--- src/rtl/nd_2to1_pkg.sv ---
// Shared defaults and the output-FSM state type for the nd_2to1 merge node.
// Fixed-priority arbitration is selected with the NS_2TO1_FIXED_PRIO_EN macro.
package nd_2to1_pkg;

    localparam int FSZ_DEF     = 4;
    localparam int ASZ_DEF     = 6;
    localparam int DSZ_DEF     = 8;
    localparam int RSZ_DEF     = 4;
    localparam int REQ_CKS_DEF = 2;
    localparam int ACK_CKS_DEF = 2;

    // Debounce counter width; the CKS parameters must fit in it
    localparam int DB_CW = 4;

    typedef enum logic [1:0] {
        ST_IDLE     = 2'd0,
        ST_REQ      = 2'd1,
        ST_WAIT_LOW = 2'd2
    } snd_state_e;

endpackage

--- src/rtl/nd_msg_fifo.sv ---
// Per-input message FIFO for nd_2to1; pointers carry one extra wrap bit.
module nd_msg_fifo #(
    parameter int FSZ = 4,
    parameter int MW  = 24
) (
    input  logic          clk_i,
    input  logic          rst_n_i,
    input  logic          push_i,
    input  logic          pop_i,
    input  logic [MW-1:0] msg_i,
    output logic          full_o,
    output logic          empty_o,
    output logic [MW-1:0] head_o
);

    localparam int IW = $clog2(FSZ);

    logic [IW:0]   wr_q, wr_d, rd_q, rd_d;
    logic [MW-1:0] mem_q [FSZ];

    assign wr_d = push_i ? wr_q + 1'b1 : wr_q;
    assign rd_d = pop_i  ? rd_q + 1'b1 : rd_q;

    always_ff @(posedge clk_i or negedge rst_n_i) begin
        if (!rst_n_i) begin
            wr_q <= '0;
            rd_q <= '0;
        end else begin
            wr_q <= wr_d;
            rd_q <= rd_d;
        end
    end

    // Storage is not reset; the pointers alone define what is valid
    always_ff @(posedge clk_i) begin
        if (push_i) mem_q[wr_q[IW-1:0]] <= msg_i;
    end

    assign full_o  = (wr_q[IW-1:0] == rd_q[IW-1:0]) && (wr_q[IW] != rd_q[IW]);
    assign empty_o = (wr_q == rd_q);
    assign head_o  = mem_q[rd_q[IW-1:0]];

endmodule

--- src/rtl/nd_2to1.sv ---
// nd_2to1: merges two 4-phase req/ack message channels onto one output channel.
// Round-robin arbitration by default; NS_2TO1_FIXED_PRIO_EN makes bf0 always win.
module nd_2to1
    import nd_2to1_pkg::*;
#(
    parameter int FSZ         = FSZ_DEF,
    parameter int ASZ         = ASZ_DEF,
    parameter int DSZ         = DSZ_DEF,
    parameter int RSZ         = RSZ_DEF,
    parameter int RCV_REQ_CKS = REQ_CKS_DEF,
    parameter int SND_ACK_CKS = ACK_CKS_DEF
) (
    input  logic           gch_clk_i,
    input  logic           gch_reset_i,
    output logic           gch_ready_o,
    input  logic [ASZ-1:0] rcv0_src_i,
    input  logic [ASZ-1:0] rcv0_dst_i,
    input  logic [DSZ-1:0] rcv0_dat_i,
    input  logic [RSZ-1:0] rcv0_red_i,
    input  logic           rcv0_req_i,
    output logic           rcv0_ack_o,
    input  logic [ASZ-1:0] rcv1_src_i,
    input  logic [ASZ-1:0] rcv1_dst_i,
    input  logic [DSZ-1:0] rcv1_dat_i,
    input  logic [RSZ-1:0] rcv1_red_i,
    input  logic           rcv1_req_i,
    output logic           rcv1_ack_o,
    output logic [ASZ-1:0] snd0_src_o,
    output logic [ASZ-1:0] snd0_dst_o,
    output logic [DSZ-1:0] snd0_dat_o,
    output logic [RSZ-1:0] snd0_red_o,
    output logic           snd0_req_o,
    input  logic           snd0_ack_i
);

    localparam int MW = 2*ASZ + DSZ + RSZ;

    function automatic logic [DB_CW-1:0] db_load(input int idx);
        return (idx == 2) ? DB_CW'(SND_ACK_CKS) : DB_CW'(RCV_REQ_CKS);
    endfunction

    logic [2:0]       raw;
    logic [2:0]       db_q, db_rdy_q;
    logic [DB_CW-1:0] cnt_q [3];
    logic             rg_rdy_q;

    assign raw = {snd0_ack_i, rcv1_req_i, rcv0_req_i};

    // A raw level is accepted only after it differs from the filtered one for CKS+1 clocks
    always_ff @(posedge gch_clk_i or negedge gch_reset_i) begin
        if (!gch_reset_i) begin
            db_q     <= '0;
            db_rdy_q <= '0;
            rg_rdy_q <= 1'b0;
            for (int i = 0; i < 3; i++) cnt_q[i] <= db_load(i);
        end else begin
            db_rdy_q <= '1;
            rg_rdy_q <= 1'b1;
            for (int i = 0; i < 3; i++) begin
                if (raw[i] == db_q[i]) begin
                    cnt_q[i] <= db_load(i);
                end else if (cnt_q[i] == '0) begin
                    db_q[i]  <= raw[i];
                    cnt_q[i] <= db_load(i);
                end else begin
                    cnt_q[i] <= cnt_q[i] - 1'b1;
                end
            end
        end
    end

    assign gch_ready_o = rg_rdy_q & (&db_rdy_q);

    logic [1:0]    rcv_ack_q, rcv_ack_d, push, pop, full, empty;
    logic [MW-1:0] rcv_msg [2];
    logic [MW-1:0] head    [2];

    assign rcv_msg[0] = {rcv0_src_i, rcv0_dst_i, rcv0_dat_i, rcv0_red_i};
    assign rcv_msg[1] = {rcv1_src_i, rcv1_dst_i, rcv1_dat_i, rcv1_red_i};

    // A pop in this clock frees the slot, so a waiting push can land at once
    always_comb begin
        push      = '0;
        rcv_ack_d = rcv_ack_q;
        for (int i = 0; i < 2; i++) begin
            push[i] = rg_rdy_q & db_q[i] & ~rcv_ack_q[i] & (~full[i] | pop[i]);
            if (push[i])      rcv_ack_d[i] = 1'b1;
            else if (!db_q[i]) rcv_ack_d[i] = 1'b0;
        end
    end

    nd_msg_fifo #(.FSZ(FSZ), .MW(MW)) u_bf0 (
        .clk_i(gch_clk_i), .rst_n_i(gch_reset_i), .push_i(push[0]), .pop_i(pop[0]),
        .msg_i(rcv_msg[0]), .full_o(full[0]), .empty_o(empty[0]), .head_o(head[0])
    );

    nd_msg_fifo #(.FSZ(FSZ), .MW(MW)) u_bf1 (
        .clk_i(gch_clk_i), .rst_n_i(gch_reset_i), .push_i(push[1]), .pop_i(pop[1]),
        .msg_i(rcv_msg[1]), .full_o(full[1]), .empty_o(empty[1]), .head_o(head[1])
    );

    snd_state_e    state_q, state_d;
    logic          sel_q, sel_d, snd_req_q, snd_req_d, gnt;
    logic [MW-1:0] snd_msg_q, snd_msg_d;

`ifdef NS_2TO1_FIXED_PRIO_EN
    assign gnt = empty[0];
`else
    logic rr_q, rr_d;
    // rr_q names the FIFO that wins the next contested grant
    assign gnt = (!empty[0] && !empty[1]) ? rr_q : empty[0];
`endif

    always_comb begin
        state_d   = state_q;
        sel_d     = sel_q;
        snd_req_d = snd_req_q;
        snd_msg_d = snd_msg_q;
        pop       = '0;
`ifndef NS_2TO1_FIXED_PRIO_EN
        rr_d      = rr_q;
`endif
        case (state_q)
            ST_IDLE: begin
                if (rg_rdy_q && !(&empty)) begin
                    sel_d     = gnt;
                    snd_msg_d = head[gnt];
                    snd_req_d = 1'b1;
                    state_d   = ST_REQ;
`ifndef NS_2TO1_FIXED_PRIO_EN
                    if (!empty[0] && !empty[1]) rr_d = ~gnt;
`endif
                end
            end
            ST_REQ: begin
                if (db_q[2]) begin
                    pop       = sel_q ? 2'b10 : 2'b01;
                    snd_req_d = 1'b0;
                    state_d   = ST_WAIT_LOW;
                end
            end
            ST_WAIT_LOW: begin
                if (!db_q[2]) state_d = ST_IDLE;
            end
            default: state_d = ST_IDLE;
        endcase
    end

    always_ff @(posedge gch_clk_i or negedge gch_reset_i) begin
        if (!gch_reset_i) begin
            state_q   <= ST_IDLE;
            sel_q     <= 1'b0;
            snd_req_q <= 1'b0;
            snd_msg_q <= '0;
            rcv_ack_q <= '0;
`ifndef NS_2TO1_FIXED_PRIO_EN
            rr_q      <= 1'b0;
`endif
        end else begin
            state_q   <= state_d;
            sel_q     <= sel_d;
            snd_req_q <= snd_req_d;
            snd_msg_q <= snd_msg_d;
            rcv_ack_q <= rcv_ack_d;
`ifndef NS_2TO1_FIXED_PRIO_EN
            rr_q      <= rr_d;
`endif
        end
    end

    assign rcv0_ack_o = rcv_ack_q[0];
    assign rcv1_ack_o = rcv_ack_q[1];
    assign snd0_req_o = snd_req_q;
    assign {snd0_src_o, snd0_dst_o, snd0_dat_o, snd0_red_o} = snd_msg_q;

endmodule
--- config.mk ---
export PLATFORM = sky130hd
export DESIGN_NAME = nd_2to1
export DESIGN_NICKNAME = d
export VERILOG_FILES = /design/src/rtl/nd_2to1_pkg.sv /design/src/rtl/nd_msg_fifo.sv /design/src/rtl/nd_2to1.sv
export SDC_FILE = /design/constraint.sdc
export NUM_CORES = 1
export LEC_CHECK = 0
export CAP_MARGIN = 0
export CORE_UTILIZATION = 55
export CTS_CLUSTER_SIZE = 24
export DETAILED_ROUTE_END_ITERATION = 16
export GPL_ROUTABILITY_DRIVEN = 0
export PLACE_DENSITY = 0.84
export SYNTH_ARGS = -nofsm -noshare
export SYNTH_HDL_FRONTEND = slang
export SYNTH_SLANG_ARGS = --single-unit
--- constraint.sdc ---
create_clock -name gch_clk_i -period 3.3 [get_ports gch_clk_i]
set_clock_uncertainty 0.2 [all_clocks]
set_input_delay 0.825 -clock gch_clk_i [delete_from_list [all_inputs] [get_ports gch_clk_i]]
set_output_delay 0.825 -clock gch_clk_i [all_outputs]
set_load 0.03 [all_outputs]
Word level (Yosys, flattened, before mapping)
Memories as Yosys holds them, arrays and structs flattened.
Cells that the tools add are included.
- memories kept: 2
- word-level logic and storage cells: 112
- input bits: 53
- output and inout bits: 28
- flip-flop bits (word level): 60
- RAM bits: 192
- memories (name ; depth ; bits a word ; rd ports ; clocked after memory_dff ; write ports ; RTL line ; source):
    u_bf0.mem_q ; 4 ; 24 ; 1 ; 0 ; 1 ; nd_msg_fifo.sv:19 ; logic [MW-1:0] mem_q [FSZ];
    u_bf1.mem_q ; 4 ; 24 ; 1 ; 0 ; 1 ; nd_msg_fifo.sv:19 ;
- equality and inequality tests: 16
- muxes and demuxes: 28
- $lt $le $gt $ge: 1
- bitwise operators: 18
- reduce and logical (&&, ||, !) cells: 21
- add/sub/neg operators: 7
- operator list (cell ; count):
    $mux W24 ; 3
    $mux W4 ; 6
    $add A3 B1 Y3 const B ; 4
    $logic_not A4 Y1 ; 3
    $mux W2 ; 6
    $reduce_and A3 Y1 ; 4
    $sub A4 B1 Y4 const B ; 3
    $mux W1 ; 11
    $reduce_and A2 Y1 ; 5
    $not A1 Y1 ; 8
    $and A1 B1 Y1 ; 7
    $eq A3 B3 Y1 ; 2
    $ne A2 B2 Y1 const B ; 3
    $pmux W2 S3 ; 1
    $eq A2 B2 Y1 ; 2
    $logic_and A1 B1 Y1 ; 4
    $ne A2 B1 Y1 const B ; 2
    $eq A1 B1 Y1 ; 3
    $logic_not A1 Y1 ; 3
    $eq A2 B1 Y1 const B ; 1
    $eq A2 B2 Y1 const B ; 1
    $ge A2 B2 Y1 const B ; 1
    $logic_not A2 Y1 ; 1
    $ne A1 B1 Y1 ; 2
    other kinds (4) ; 5

Logic depth before layout (Yosys ltp)
Gate-level depths: netlist (run 1).
- depth after elaboration: 8
- depth in mapped cells: 8
- mapped depth without buffers: 5

Cells and area by module
From an unflattened synthesis (run 1), not the netlist that was laid out.
- cells, all modules: 550
- area, all modules: 10079.7 um^2
- modules (own cells, without submodules) (module ; area each (um^2) ; cells each ; seq. area each (um^2) ; times used):
    nd_msg_fifo ; 3854.9 ; 156 ; 3032.9 ; 2
    nd_2to1 ; 2369.8 ; 238 ; 1179.9 ; 1

Least setup slack after synthesis (run 1)
No wires, ideal clock.
- path kind: flip-flop to flip-flop
- start: register state_q[1]
- end: memory u_bf0.mem_q[3][0], enable pin
- buffers on the path: 0
- required time: 2716 ps
- arrival: 1890 ps
- path slack: 826 ps
- library setup time: 384 ps
- period minus slack after synthesis: 2474 ps
- cell stages (with the launch flop): 5
- path through: dfrtp_1 and4bb_2 nor3_1 a211oi_2 and2_1
- cells in the longest elaborated chain, start to end: 6
- ends and longest elaborated chain (item ; RTL line ; source):
    from (decl) ; nd_2to1.sv:102 ; snd_state_e state_q, state_d;
    from (signal assigned) ; nd_2to1.sv:160 ; state_q <= state_d;
    $eq A2 B1 Y1 ; nd_2to1.sv:123 ; case (state_q)
    $mux W2 ; nd_2to1.sv:123 ;
    $or A1 B1 Y1 ; nd_2to1.sv:86 ; push[i] = rg_rdy_q & db_q[i] & ~rcv_ack_q[i] & (~full[i] | pop[i]);
    $and A1 B1 Y1 ; nd_2to1.sv:86 ;
    $mux W1 ; nd_msg_fifo.sv:36 ; if (push_i) mem_q[wr_q[IW-1:0]] <= msg_i;
    $mux W1 (implied by the code) ; nd_msg_fifo.sv:36 ;
    to (decl) ; nd_msg_fifo.sv:19 ;
No other way between the ends.

Worst setup path in the final report (run 1)
- start: register rg_rdy_q
- end: output gch_ready_o
- cells in the longest elaborated chain, start to end: 1
- ends and longest elaborated chain (item ; RTL line ; source):
    from (decl) ; nd_2to1.sv:45 ; logic rg_rdy_q;
    from (signal assigned) ; nd_2to1.sv:54 ; rg_rdy_q <= 1'b0;
    from (signal assigned) ; nd_2to1.sv:58 ; rg_rdy_q <= 1'b1;
    $and A1 B1 Y1 ; nd_2to1.sv:72 ; assign gch_ready_o = rg_rdy_q & (&db_rdy_q);
    to (decl) ; nd_2to1.sv:15 ; output logic gch_ready_o,
No other way between the ends.

==> results of run 1 <==
power groups by stage:
stage / Combinational, mW / Clock (mW) / Sequential [mW]
floorplan: 2.29 / 0 / 4.64
global placement: 3.41 / 0 / 4.40
detailed placement: 3.56 / 0 / 4.45
CTS: 3.62 / 2.70 / 4.41
global route: 3.85 / 2.81 / 4.46
finish: 3.57 / 2.66 / 4.41
layout make-up:
class,instances,share of cell area [%]
Timing Repair Buffer,97,7.96
Clock inverter,16,1.09
Inverter,12,0.388
Sequential cell,251,62.4
Tap cell,225,2.43
Multi-Input combinational cell,227,20.2
Clock buffer,30,5.55
path summary, 6_finish.rpt:
path / slack [ns] / end / start / cells after the start
worst max-delay path: 0.61 / gch_ready_o / rg_rdy_q / 1
worst min-delay path: 0.17 / cnt_q[3] / gch_reset_i / 1
worst max register to register: 0.86 / u_bf0.mem_q[3][21] / state_q[1] / 5
worst min register to register: 0.27 / cnt_q[0] / cnt_q[0] / 1
max in group asynchronous: 2.01 / cnt_q[5] / gch_reset_i / 2
min in group gch_clk_i: 0.27 / cnt_q[0] / cnt_q[0] / 1
cell usage after synthesis (4+ instances only):
cell / n
a21oi_1: 7
and2_1: 8
buf_2: 9
clkbuf_1: 5
dfrtp_1: 56
edfxtp_1: 192
ha_1: 13
inv_1: 12
mux2_2: 4
mux2i_1: 24
mux4_2: 48
nand2_1: 32
nand2b_1: 8
nor2_1: 5
nor3_1: 7
nor3b_1: 4
o21ai_0: 18
o21ai_1: 12
xnor2_1: 11
xor2_1: 7
sequential cells by signal, indices dropped and copies added (netlist names):
| signal | count |
|---|---|
| cnt_q | 12 |
| db_q | 3 |
| rcv_ack_q | 2 |
| rg_rdy_q | 1 |
| rr_q | 1 |
| sel_q | 1 |
| snd0_req_o | 1 |
| snd_msg_q | 24 |
| state_q | 2 |
| u_bf0.mem_q | 96 |
| u_bf0.rd_q | 3 |
| u_bf0.wr_q | 3 |
| u_bf1.mem_q | 96 |
| u_bf1.rd_q | 3 |
| u_bf1.wr_q | 3 |
logic make-up after synthesis:
family / count (synthesis) / synth area share [%]
other: 1 / 0.0385
multiplexers: 76 / 14.0
AND/OR/NAND/NOR: 76 / 4.03
adder cells (fa/ha/maj): 13 / 1.67
AO/OA/AOI/OAI: 43 / 2.43
buffers and inverters: 32 / 1.80
flip-flops: 251 / 74.4
XOR/XNOR: 18 / 1.62
metal layers:
layer	track usage (%)	up-vias	share of wire [%]
met1	29.0	2506	39
met5	0	-	0
met4	7.55	0	3.3
li1	-	2182	-
met3	4.20	45	6.6
met2	37.5	193	51
placed cells by master (no fill, tap or decap), types with 7 or more instances in the layout:
cell	instances
edfxtp_1	192
clkdlybuf4s50_1	79
dfrtp_1	56
mux4_2	48
nand2_1	32
clkbuf_16	25
mux2i_1	24
o21ai_0	18
buf_4	17
ha_1	13
inv_1	12
o21ai_1	12
xnor2_1	11
clkinv_1	9
nand2b_1	8
and2_1	8
nor3_1	7
a21oi_1	7
xor2_1	7
stage by stage:
stage | power, mW | hold WS, ns
floorplan | 6.93 | 0.229
global placement | 7.81 | 0.239
detailed placement | 8.01 | 0.259
CTS | 10.7 | 0.170
global route | 11.1 | 0.209
finish | 10.6 | 0.171
worst register-to-register path, cell delays in order, from the launching register on:
cell and delay (ns):
dfrtp_1 0.41, and4bb_2 0.37, nor3_1 0.08, a211oi_2 0.47, and2_1 0.20, buf_4 0.35
==> metrics.txt, run 1 <==
RSZ-0062 raised after global routing no; chip width 135 µm; initial antenna violation count 0; routed vias/inst 5.74; Distinct cells, synth 37; Setup WS post-layout 0.611 ns; Nets 680; largest net degree at the start of global routing 53; CP top delay family buffers and inverters; Critical Path End Type output pin; Syn Nets 576; Max VDD drop 0.760 mV; WL/cell 22.2 µm; crit start category flip-flop; Multi-input gate area 0.00234 mm²; ant diodes 0; Cell Int Power 7.19 mW; setup TNS 0 ns; Area after DPL 0.0108 mm²; Crit-path slowest cell clkdlybuf4s50_1; I/O pin count 81; synthesized cell area 0.00974 mm²; H-tree depth 1; number of setup buffers added after CTS 0; Die Span Y 135 µm; asr flop ratio synth 23.5%; Setup Viol. Count Final 0; dpl ws 0.887 ns; EDFF count, synth 192; critical path peak fanout 4; sequential area share after synthesis 74.4%; first-pass GRT wire length 29.4 mm; Core Area 0.0173 mm²; net switching power 3.45 mW; Clk Latency, worst-skew pair 0.52 ns; CTS buffer count 25; grt total ovfl 0; PwrDens 917 mW/mm²; Switching Fraction 32.4%; CTS tree done; cell taking the most area after synthesis edfxtp_1; Max-cap violations 0; Clk pwr share 25.0%; initial core utilization 56.3%; Final Hold Vio Count 0; cells along the critical path clkdlybuf4s50_1; worst path required time 2.27 ns; Most used DFF post-synth edfxtp_1; Slew @ Worst Pin 0.721 ns; Synth area leaders edfxtp_1 (59%), dfrtp_1 (14%), mux4_2 (11%); Clock Path Buffers 3; vias 4926; CTS root buf clkbuf_16; drt pass-1 iters 4; WP data arrival 1.66 ns; DRC viols 0; hold buffer count at cts 0; Post-Layout Cell Count 858; dpl hpwl 12.1 mm; share of the core filled with cells 67.1%; Fillers 1117; number of global-route vias before repair 5098; achievable clock frequency 0.372 GHz; placed insts 812; post-layout min period 2.69 ns; share of cells above drive strength 1 17.4%; crit-path max cell delay 0.71 ns; PostCTS Resize Cnt 0; Syn Inst Count 510; max-slew violations 0; Mean Syn Cell Area 19.1 µm²; hold crit path type in2async; Logic pwr share 33.5%; yosys warns 0; Total Wirelength 19.0 mm; Flop pwr share 41.5%; num rows 48; Area Growth Syn to Fin 19.1%; status completed; Final period util 81.5%; 1st-iter DRT viols 375; Die Area 0.0182 mm²; CP bufs+invs 1; kind of critical path reg2out; post-route ant nets 0; Num Clock Sinks 251; Reg clk slew, reported paths 0.06 ns; Static Leakage 4.16 nW; Rel. slew slack 52.0%; design area 0.0116 mm²; total track usage 22.1%; register area 0.00725 mm²; IO Port Bufs 80; top cell type's share of synthesized area 59.2%; FF+latch count, synth 251
No activity file was read; power rests on OpenSTA's default activity.
==> inputs of run 2 (changes only) <==
clock period = 2.5 ns   (was 3.3 ns; I/O delays follow)
==> metrics.txt, run 2 (synthesis results as in run 1) <==
Die Span Y 135 µm; dpl hpwl 12.0 mm; Crit-path slowest cell clkdlybuf4s50_1; placed insts 815; CTS tree done; most common cell after layout, fill and taps aside edfxtp_1; first-pass GRT wire length 28.8 mm; Max VDD drop 1.01 mV; max-slew violations 0; Clock Path Buffers 3; WP data arrival 1.62 ns; largest net degree at the start of global routing 53; hold endpoint cnt_q[4]; grt total ovfl 0; worst hold start cnt_q[4]; I/O pin count 81; Max-cap violations 0; Area Growth Syn to Fin 20.8%; share of the core filled with cells 68.0%; post-route ant nets 0; achievable clock frequency 0.409 GHz; vias 4859; Setup Viol. Count Final 0; CTS root buf clkbuf_16; worst path required time 1.67 ns; RSZ-0062 raised after global routing no; Die Area 0.0182 mm²; Clk Latency, worst-skew pair 0.52 ns; Final period util 97.8%; worst reg2reg startpoint state_q[1]; CTS buffer count 25; Num Clock Sinks 251; WL/cell 21.1 µm; Critical R2R Capture u_bf1.mem_q[3][4]; crit-path max cell delay 0.70 ns; commonest non-fill, non-tap cells in the layout edfxtp_1 (192), clkdlybuf4s50_1 (77), dfrtp_1 (56), mux4_2 (48), nand2_1 (32); Setup WS post-layout 0.0538 ns; PwrDens 1200 mW/mm²; number of global-route vias before repair 5172; CP bufs+invs 1; worst-case reg-to-reg path depth 5; Nets 684; IO Port Bufs 80; H-tree depth 1; routed vias/inst 5.64; CP top delay family buffers and inverters; Area after DPL 0.0110 mm²; share of cells above drive strength 1 18.5%; Final Hold Vio Count 0; design area 0.0118 mm²; critical path peak fanout 3; status completed; 1st-iter DRT viols 311; initial core utilization 56.3%; total track usage 21.4%; initial antenna violation count 0; hold crit path type reg2reg; cells along the critical path clkdlybuf4s50_1; number of setup buffers added after CTS 0; Post-Layout Cell Count 862; Total Wirelength 18.2 mm; DRC viols 0; drt pass-1 iters 5; post-layout min period 2.45 ns; flop2flop setup slack 0.31 ns; Static Leakage 4.23 nW; chip width 135 µm; dpl ws 0.349 ns; Critical Path End Type output pin; ant diodes 0; WHS Path Cells 1; setup TNS 0 ns; Reg clk slew, reported paths 0.06 ns; crit start category flip-flop; Core Area 0.0173 mm²; num rows 48; kind of critical path reg2out
run 2: metal layers:
metal	part of all wire, %	GRT usage (%)	vias to the layer above
li1	-	-	2197
met3	5.5	4.20	35
met1	41	28.3	2478
met5	0	0	-
met4	2.9	6.93	0
met2	51	35.8	149
run 2: where the power goes:
| part | leakage [nW] | internal, mW | switching (mW) |
|---|---|---|---|
| registers | 2.47 | 5.34 | 0.469 |
| logic | 1.39 | 2.27 | 2.57 |
| clock network | 0.372 | 2.02 | 1.49 |
run 2: repair_timing:
action,in CTS,in global routing
hold buffers,1,0
hold endpoints to repair,14,0
resized for setup,1,1
setup endpoints to repair,1,1
run 2: area by class of cell:
| cell class | instances | area (µm²) |
|---|---|---|
| clock buffer | 36 | 687 |
| clock inverter | 10 | 86.3 |
| fill | 1096 | 5530 |
| inverter | 12 | 45.0 |
| multi-input combinational | 227 | 2340 |
| sequential | 251 | 7250 |
| tap | 225 | 282 |
| timing repair buffer | 101 | 1080 |
run 2: worst max path at each step:
stage            startpoint            endpoint  slack, ns  cells past startpoint
6_report       rcv_ack_q[1]          rcv1_ack_o       0.05                      1
4_1_cts        rcv_ack_q[0]          rcv0_ack_o       0.03                      1
5_1_grt        snd_msg_q[3]       snd0_red_o[3]      0.008                      1
2_1_floorplan    state_q[1]   u_bf0.mem_q[3][0]       0.03                      4
3_5_place_dp     state_q[1]  u_bf1.mem_q[3][11]       0.35                      5
3_3_place_gp     state_q[1]  u_bf1.mem_q[3][10]       0.42                      5
run 2: through the flow:
| step | hold WS (ns) | total power [mW] |
|---|---|---|
| floorplan | 0.129 | 9.15 |
| global placement | 0.239 | 10.5 |
| detailed placement | 0.257 | 10.7 |
| CTS | 0.265 | 14.3 |
| global route | 0.294 | 14.8 |
| finish | 0.265 | 14.2 |
